==> src/rtl/k_dp_sync_fifo.sv <==
// Single-clock FIFO over a dual-port register array with registered read data,
// registered status flags, occupancy count and overflow/underflow pulses.
module k_dp_sync_fifo #(
  parameter int data_size = 8,
  parameter int addr_size = 4,
  parameter int af_level  = 12,
  parameter int ae_level  = 2
) (
  input  logic                 clk,
  input  logic                 rst,
  input  logic [data_size-1:0] d,
  input  logic                 wen,
  input  logic                 ren,
  output logic [data_size-1:0] q,
  output logic                 q_valid,
  output logic                 full,
  output logic                 empty,
  output logic                 almost_full,
  output logic                 almost_empty,
  output logic [addr_size:0]   count,
  output logic                 overflow,
  output logic                 underflow
);

  localparam int depth = 1 << addr_size;
  localparam logic [addr_size:0] depth_lvl = {1'b1, {addr_size{1'b0}}};
  localparam logic [addr_size:0] af_lvl    = af_level[addr_size:0];
  localparam logic [addr_size:0] ae_lvl    = ae_level[addr_size:0];

  logic [data_size-1:0] mem [0:depth-1];

  logic [addr_size-1:0] wptr_reg, rptr_reg;
  logic [addr_size:0]   count_reg, count_next;
  logic [data_size-1:0] q_reg;
  logic                 q_valid_reg;
  logic                 full_reg, empty_reg, almost_full_reg, almost_empty_reg;
  logic                 overflow_reg, underflow_reg;
  logic                 wr_ok, rd_ok;

  // Acceptance uses the registered flags, so a full FIFO never takes a write
  // even when a read frees a slot in the same cycle.
  assign wr_ok = wen & ~full_reg;
  assign rd_ok = ren & ~empty_reg;

  always_comb begin
    count_next = count_reg;
    if (wr_ok && !rd_ok)
      count_next = count_reg + 1'b1;
    else if (rd_ok && !wr_ok)
      count_next = count_reg - 1'b1;
  end

  // Storage has no reset so it can map onto block RAM.
  always_ff @(posedge clk) begin
    if (wr_ok)
      mem[wptr_reg] <= d;
  end

  always_ff @(posedge clk) begin
    if (rst) begin
      wptr_reg         <= '0;
      rptr_reg         <= '0;
      count_reg        <= '0;
      q_reg            <= '0;
      q_valid_reg      <= 1'b0;
      full_reg         <= 1'b0;
      empty_reg        <= 1'b1;
      almost_full_reg  <= 1'b0;
      almost_empty_reg <= 1'b1;
      overflow_reg     <= 1'b0;
      underflow_reg    <= 1'b0;
    end else begin
      if (wr_ok)
        wptr_reg <= wptr_reg + 1'b1;
      if (rd_ok) begin
        rptr_reg <= rptr_reg + 1'b1;
        q_reg    <= mem[rptr_reg];
      end
      q_valid_reg      <= rd_ok;
      count_reg        <= count_next;
      full_reg         <= (count_next == depth_lvl);
      empty_reg        <= (count_next == '0);
      almost_full_reg  <= (count_next >= af_lvl);
      almost_empty_reg <= (count_next <= ae_lvl);
      overflow_reg     <= wen & full_reg;
      underflow_reg    <= ren & empty_reg;
    end
  end

  assign q            = q_reg;
  assign q_valid      = q_valid_reg;
  assign full         = full_reg;
  assign empty        = empty_reg;
  assign almost_full  = almost_full_reg;
  assign almost_empty = almost_empty_reg;
  assign count        = count_reg;
  assign overflow     = overflow_reg;
  assign underflow    = underflow_reg;

endmodule

==> config.mk <==
export PLATFORM = sky130hd
export DESIGN_NAME = k_dp_sync_fifo
export DESIGN_NICKNAME = d
export VERILOG_FILES = /design/src/rtl/k_dp_sync_fifo.sv
export SDC_FILE = /design/constraint.sdc
export NUM_CORES = 1
export LEC_CHECK = 0
export ABC_AREA = 1
export BUFFER_PORTS_ARGS = -buffer_cell sky130_fd_sc_hd__buf_2
export CORE_ASPECT_RATIO = 1.5
export CORE_MARGIN = 4
export CORE_UTILIZATION = 60
export DETAILED_ROUTE_END_ITERATION = 16
export PLACE_DENSITY = 0.78
export SYNTH_ARGS = -nofsm -noshare
export SYNTH_HDL_FRONTEND = slang
export SYNTH_SLANG_ARGS = --single-unit
==> constraint.sdc <==
create_clock -name clk -period 3.5 [get_ports clk]
set_input_delay 0.7 -clock clk [delete_from_list [all_inputs] [get_ports clk]]
set_output_delay 0.7 -clock clk [all_outputs]
set_load 0.01 [all_outputs]
==> results of run 1 <==
synthesized netlist by cell type:
cell	count	share of area
nand2_1	192	0.11
edfxtp_1	128	0.59
nand3_1	108	0.083
nor2_1	42	0.024
dfxtp_1	28	0.086
inv_1	22	0.013
a21oi_1	18	0.014
buf_4	10	0.011
buf_2	9	0.0069
o21ai_1	9	0.0069
ha_1	7	0.013
clkbuf_1	6	0.0034
inv_2	6	0.0034
nor3_1	5	0.0038
nand3_2	4	0.0061
buf_6	3	0.0052
clkinv_1	3	0.0017
nand2_2	3	0.0029
nand2_4	2	0.0034
nor4_1	2	0.0019
o21ai_0	2	0.0015
a21oi_2	1	0.0013
buf_1	1	0.00057
nand3b_1	1	0.0011
nor2_2	1	0.00096
nor2_4	1	0.0017
nor2_8	1	0.0031
o21ai_2	1	0.0013
xor2_1	1	0.0013
cells by family after synthesis:
family                   after synthesis
AO/OA/AOI/OAI                         31
XOR/XNOR                               1
adder cells (fa/ha/maj)                7
buffers and inverters                 60
flip-flops                           156
AND/OR/NAND/NOR                      362
layer usage:
layer	share of wire	GRT usage	wire, µm
met2	0.50	0.4230	7565
met3	0.064	0.05426	968
met1	0.36	0.2927	5425
met5	0	0	0
met4	0.071	0.1703	1059
area by class of cell:
type                            instances  area [µm²]
Clock inverter                         15       141.4
Sequential cell                       156        4405
Tap cell                              144       180.2
Timing Repair Buffer                   34       177.7
Fill cell                             748        3359
Inverter                               31       116.4
Multi-Input combinational cell        401        1842
Clock buffer                           17       425.4
power groups by stage:
stage | logic, mW | registers, mW | clock network [mW]
2_1_floorplan | 0.480 | 2.19 | 0
3_3_place_gp | 0.679 | 2.17 | 0
3_5_place_dp | 0.694 | 2.18 | 0
4_1_cts | 0.703 | 2.14 | 1.73
5_1_grt | 0.790 | 2.15 | 1.82
6_report | 0.708 | 2.14 | 1.73
through the flow:
stage | hold slack (ns) | cells | area [µm²] | setup slack, ns | total power [mW]
global placement | 0.4637 | 766 | 6721 | 1.264 | 2.853
finish | 0.4816 | 798 | 7288 | 1.324 | 4.573
detailed placement | 0.4754 | 766 | 6721 | 1.222 | 2.870
CTS | 0.4839 | 798 | 7288 | 1.419 | 4.577
global route | 0.5008 | 798 | 7288 | 1.170 | 4.757
floorplan | 0.4654 | 617 | 6543 | 1.725 | 2.671
worst paths after layout:
path,from,endpoint,slack (ns),cells after the start
max,rptr_reg[2],q[2],1.32,7
max reg2reg,rptr_reg[2],q[2],1.32,7
min,empty,underflow,0.48,2
min reg2reg,empty,underflow,0.48,2
worst max-delay path, delay by kind of cell (launching register included):
family	cells	cell delay [ns]
flip-flops	1	0.78
buffers and inverters	2	0.70
AND/OR/NAND/NOR	4	0.45
AO/OA/AOI/OAI	1	0.15
==> metrics.md, run 1 <==
| Metric | Value |
|---|---|
| CTS Sinks | `156` |
| Finished Core Util | `0.6845` |
| Port bufs | `31` |
| CTS Buffer Depth | `2` |
| Post-Syn Nets | `about 640` |
| Max reg flops | `approximately 130` |
| Setup CP Type | `flop to flop` |
| Final Cycle Share | `0.6218` |
| Clk pwr share | `0.377` |
| Leakage | `2.817 nW` |
| Yosys reg bits | `between 150 and 200` |
| Wirelength per Cell | `~19 µm` |
| Worst Tran Pin Value | `around 1.1 ns` |
| I/O pin count | `32` |
| Cells along the critical path | `clkinv_1 > nand3_1 > nand2_1 > nand2_1 > nand2_1 > o21ai_1 > inv_1` |
| Max Freq | `roughly 460 MHz` |
| Post-synthesis mux area share | `0` |
| # resized after CTS | `0` |
| Net Sw Power | `~1.3 mW` |
| Part of the power in registers | `0.468` |
| Slowest CP cell | `dfxtp_1` |
| Hold Crit Class | `flop to flop` |
| Fin crit period | `2.176 ns` |
| Max VDD drop | `0.0005312 V` |
| DR pass1 iterations | `5` |
| First-pass GRT wire length | `roughly 24000 µm` |
| Critical Path Most Common Cell | `nand2_1` |
| Slew Limit Fails | `0` |
| Clock Skew | `0.005518 ns` |
| Sequential area share after synthesis | `0.6732` |
| Antenna cells | `0` |
| Core area | `around 0.011 mm²` |
| Commonest non-fill, non-tap cell in the layout | `nand2_1` |
| Post-Synth XOR/XNOR Area | `0.001339` |
| Global route overflow | `0` |
| Largest net degree at the start of global routing | `67` |
| Starting DRT DRC Count | `roughly 520` |
| Number of global-route vias before repair | `4578` |
| Comb power frac | `0.155` |
| Crit path capture type | `flop` |
| Worst-path fanout max | `19` |
| Initial antenna violation count | `0` |
| Simple-Gate Fraction of Synth Area | `0.2419` |
| RSZ-0062 raised after global routing | `false` |
| Internal power | `approximately 3.3 mW` |
| CTS root buffer | `clkbuf_16` |
| Average size of a mapped cell | `10.60 µm²` |
| Num rows | `46` |
| DRT antenna net count | `0` |
| Finish-stage setup viols | `0` |
| Fin Setup TNS | `0 ns` |
| Post-route DRC | `0` |
| Main combinational cell family by area after synthesis | `simple AND/OR/NAND/NOR gates` |
| Synth Area in Compound Gates | `0.02486` |
| Slew HR | `0.2528` |
| Die Span X | `a little over 90 µm` |
| Hpwl dp | `~9600 µm` |
| Routed WL | `15020 µm` |
| Vias/cell | `between 5 and 6` |
| Most frequent cells in the layout | `192 x nand2_1, 128 x edfxtp_1, 108 x nand3_1` |
| Critical path required time | `about 3.8 ns` |
| Gr usage total | `0.2542` |
| Initial Util | `0.6145` |
| Vias | `~4.6k` |
| Critical path arrival | `around 2.5 ns` |
| Synthesized area | `around 0.0065 mm²` |
| Clk slew on worst S/H paths | `0.06 ns` |
| Yosys cell types | `29` |
| Sw Share | `0.2807` |
| CTS HTree Levels | `4` |
| Clk Latency, worst-skew pair | `0.42 ns` |
| TritonCTS Buffers | `17` |
| Max-Cap Viols | `0` |
| Status | `complete, no violations` |
| CTS tree | `done` |
| Ys Warns | `0` |
| Adder-cell area share of the yosys netlist | `0.01339` |
| Hold Vio Cnt, Final | `0` |
| Vertical die dimension | `approximately 140 µm` |
| Fin nets | `660` |
| Cells after Synth | `617` |
| Pwr dens | `627.5 mW/mm²` |
| Area Growth Syn to Fin | `11.40%` |
| Critical Path Max Stage Delay | `roughly 0.8 ns` |
| Post-cts hold buffer count | `0` |
| Fraction of layout cells with a size suffix above 1 | `0.1330` |
| Crit path launch type | `flop` |
| Post-CTS Setup Inserts | `0` |
| Routability cong. | `slightly above 0.9` |
| DIE AREA | `0.01267 mm²` |
Note: power is estimated with default switching activity, not from simulation.
==> inputs of run 2 (changes only) <==
ABC_AREA = 0   (was 1)
clock period = 2.1 ns   (was 3.5 ns; I/O delays follow)
==> run 2 against run 1 <==
  * Synthesized cell count is 42% lower
  * First-iteration DRC count is 22% lower
  * Die area is 5.8% lower
  * Cell area is 0.84% lower
  * Clock power is 86% higher
  * Critical path depth is 2 lower
  * Wire length is 14% lower
  * Sequential power is 64% higher
  * Combinational power is 26% higher
  * Via count is 26% lower
  * Non-clock buffer count is 27 higher
  * Critical path type unchanged
  * Largest cell class unchanged
==> metrics.md, run 2 <==
| Metric | Value |
|---|---|
| Status | `complete, no violations` |
| CTS root buffer | `clkbuf_16` |
| Sequential Area | `approximately 0.0044 mm²` |
| Global route overflow | `0` |
| Area of the multi-input gates | `around 0.0016 mm²` |
| Top post-synthesis cells by area | `edfxtp_1 63%, mux4_2 12%, dfxtp_1 9.1%` |
| Finished Core Util | `0.7334` |
| Highest Signal Layer | `met4` |
| TritonCTS Buffers | `17` |
| Commonest non-fill, non-tap cell in the layout | `edfxtp_1` |
| Largest net degree at the start of global routing | `29` |
| Routability cong. | `around 0.89` |
| Port bufs | `31` |
| Leakage | `about 2.5 nW` |
| First-pass GRT wire length | `~20000 µm` |
| Clk Latency, worst-skew pair | `0.42 ns` |
| Pwr dens | `~1100 mW/mm²` |
| Number of global-route vias before repair | `between 3k and 4k` |
| Sequential area share after synthesis | `0.7181` |
| Fin crit period | `around 1.9 ns` |
| Fraction of layout cells with a size suffix above 1 | `0.3070` |
| Routed WL | `roughly 13000 µm` |
| Yosys top cell area share | `0.6267` |
| DIE AREA | `0.01194 mm²` |
| Vias | `about 3.4k` |
| Wirelength per Cell | `~24 µm` |
| Slowest CP cell | `or4_4` |
| Worst-path fanout max | `8` |
| Ys Warns | `0` |
| Most numerous cell in the Yosys netlist | `edfxtp_1` |
| I/O pin count | `32` |
| Initial Util | `0.6224` |
| Clock Skew | `0.006199 ns` |
| Family with the most delay on the worst path | `simple AND/OR/NAND/NOR gates` |
| Most frequent cells in the layout | `128 x edfxtp_1, 34 x nor2_1, 32 x mux4_2` |
| Slew HR | `0.4946` |
| DR pass1 iterations | `5` |
| Setup CP Type | `flop to flop` |
| Average size of a mapped cell | `between 15 and 20 µm²` |
| Num rows | `44` |
| Post-cts hold buffer count | `0` |
| Vias/cell | `between 6 and 7` |
| Setup WS pre-CTS | `approximately 0.12 ns` |
| Vertical die dimension | `131.8 µm` |
| Critical Path Max Stage Delay | `0.55 ns` |
| Cells along the critical path | `ha_1 > a211oi_1 > or4_4 > a31o_1 > nor4b_2` |
| Hold Crit Class | `primary input to flop` |
| RSZ-0062 raised after global routing | `false` |
| Met2 wire len | `approximately 7000 µm` |
| Antenna cells | `0` |
| Gr usage total | `0.2332` |
| WL met3 | `roughly 750 µm` |
| Critical path required time | `approximately 2.4 ns` |
| Crit path launch type | `flop` |
| CTS HTree Levels | `4` |
| Max reg flops | `~130` |
| Max-Cap Viols | `0` |
| Finish-stage setup viols | `0` |
| # resized after CTS | `0` |
| Post-Syn Nets | `between 300 and 400` |
| Slew Limit Fails | `0` |
| Non-filler cells, final | `~550` |
| CTS tree | `done` |
| Worst Tran Pin Value | `~0.76 ns` |
| Final Cycle Share | `0.9224` |
| Initial antenna violation count | `0` |
| Worst Path Buf+Inv | `0` |
| Pwr Total | `~7.6 mW` |
| Fin Setup TNS | `0 ns` |
| CTS Buffer Depth | `2` |
| Ys flop type | `edfxtp_1` |
| Max VDD drop | `0.0008275 V` |
| # fillers | `577` |
| Hpwl dp | `~8500 µm` |
| Fin Hold WS | `around 0.24 ns` |
| Synthesized area | `between 0.006 and 0.007 mm²` |
| EDFF count, synth | `about 130` |
| Clk slew on worst S/H paths | `0.06 ns` |
| Max Freq | `slightly above 500 MHz` |
| Post-route DRC | `0` |
| DRT antenna net count | `0` |
| Yosys cell types | `40` |
| Dpl cell area | `~0.0066 mm²` |
| Placed Cells | `~510` |
| CTS Sinks | `about 160` |
| Critical path arrival | `between 2 and 2.5 ns` |
| Area Growth Syn to Fin | `17.83%` |
| Cells after Synth | `358` |
| Synth cell count leaders | `128 x edfxtp_1, 34 x nor2_1, 32 x mux4_2, 28 x dfxtp_1, 19 x a21oi_1` |
| WL met1 | `around 5000 µm` |
| Core area | `just under 0.01 mm²` |
| Setup WS post-layout | `between 0.15 and 0.2 ns` |
| Post-layout instance area | `0.007227 mm²` |
| Starting DRT DRC Count | `a little over 400` |
| Yosys top cell by area | `edfxtp_1` |
| Die Span X | `roughly 91 µm` |
| Hold Vio Cnt, Final | `0` |
| Fraction of registers with async set/reset | `0` |
| Yosys reg bits | `156` |
| Fin nets | `between 400 and 500` |
| Post-CTS Setup Inserts | `0` |
| Crit path capture type | `flop` |
run 2: changes by cell type in the layout (fill, tap and decap cells not counted), sizes merged, moves of 5 or more:
cell | before | now
o21ai | 12 | 1
nand2b | 0 | 5
mux4 | 0 | 32
nor2 | 45 | 34
nand3 | 112 | 4
inv | 32 | 8
nand2 | 197 | 14
a22oi | 0 | 16
buf | 34 | 61
run 2: worst paths after layout:
kind / start / to / slack, ns / cells after the start
max: count[1] / full / 0.16 / 5
min: ren / underflow / 0.24 / 3
max reg2reg: count[1] / full / 0.16 / 5
min reg2reg: empty / underflow / 0.47 / 2
run 2: worst register-to-register path, cell delays in order (launching register included):
cell	delay, ns
dfxtp_1	0.48
ha_1	0.30
a211oi_1	0.12
or4_4	0.55
a31o_1	0.21
nor4b_2	0.20
run 2: power breakdown:
| part | internal (mW) | switching [mW] | leakage [nW] | total [mW] |
|---|---|---|---|---|
| Sequential | 3.45 | 0.0690 | 1.39 | 3.52 |
| Combinational | 0.417 | 0.478 | 0.809 | 0.895 |
| Clock | 2.02 | 1.20 | 0.296 | 3.22 |
run 2: final cells by class:
cell class              count  area share
clock inverters            14     0.02684
inverters                   7    0.003636
clock buffers              18     0.06077
flip-flops and latches    156      0.6096
multi-input cells         174      0.2214
repair buffers             61     0.05783
well taps                 115     0.01991
run 2: cells by family (layout without fill, tap and decap cells):
group,count (synthesis),count (layout),synth area share
buffers and inverters,28,100,0.02101
AOI/OAI and AO/OA,48,48,0.05243
muxes,32,32,0.1175
adders and majority gates,7,7,0.01428
xor gates and xnor gates,8,8,0.01265
and+or+nand+nor,79,79,0.06405
DFF,156,156,0.7181
run 2: per-layer routing:
layer  GRT usage  up-vias
met5           0        -
met3     0.05825       24
li1            -     1524
met2      0.3933      150
met1      0.2873     1707
met4     0.09796        0
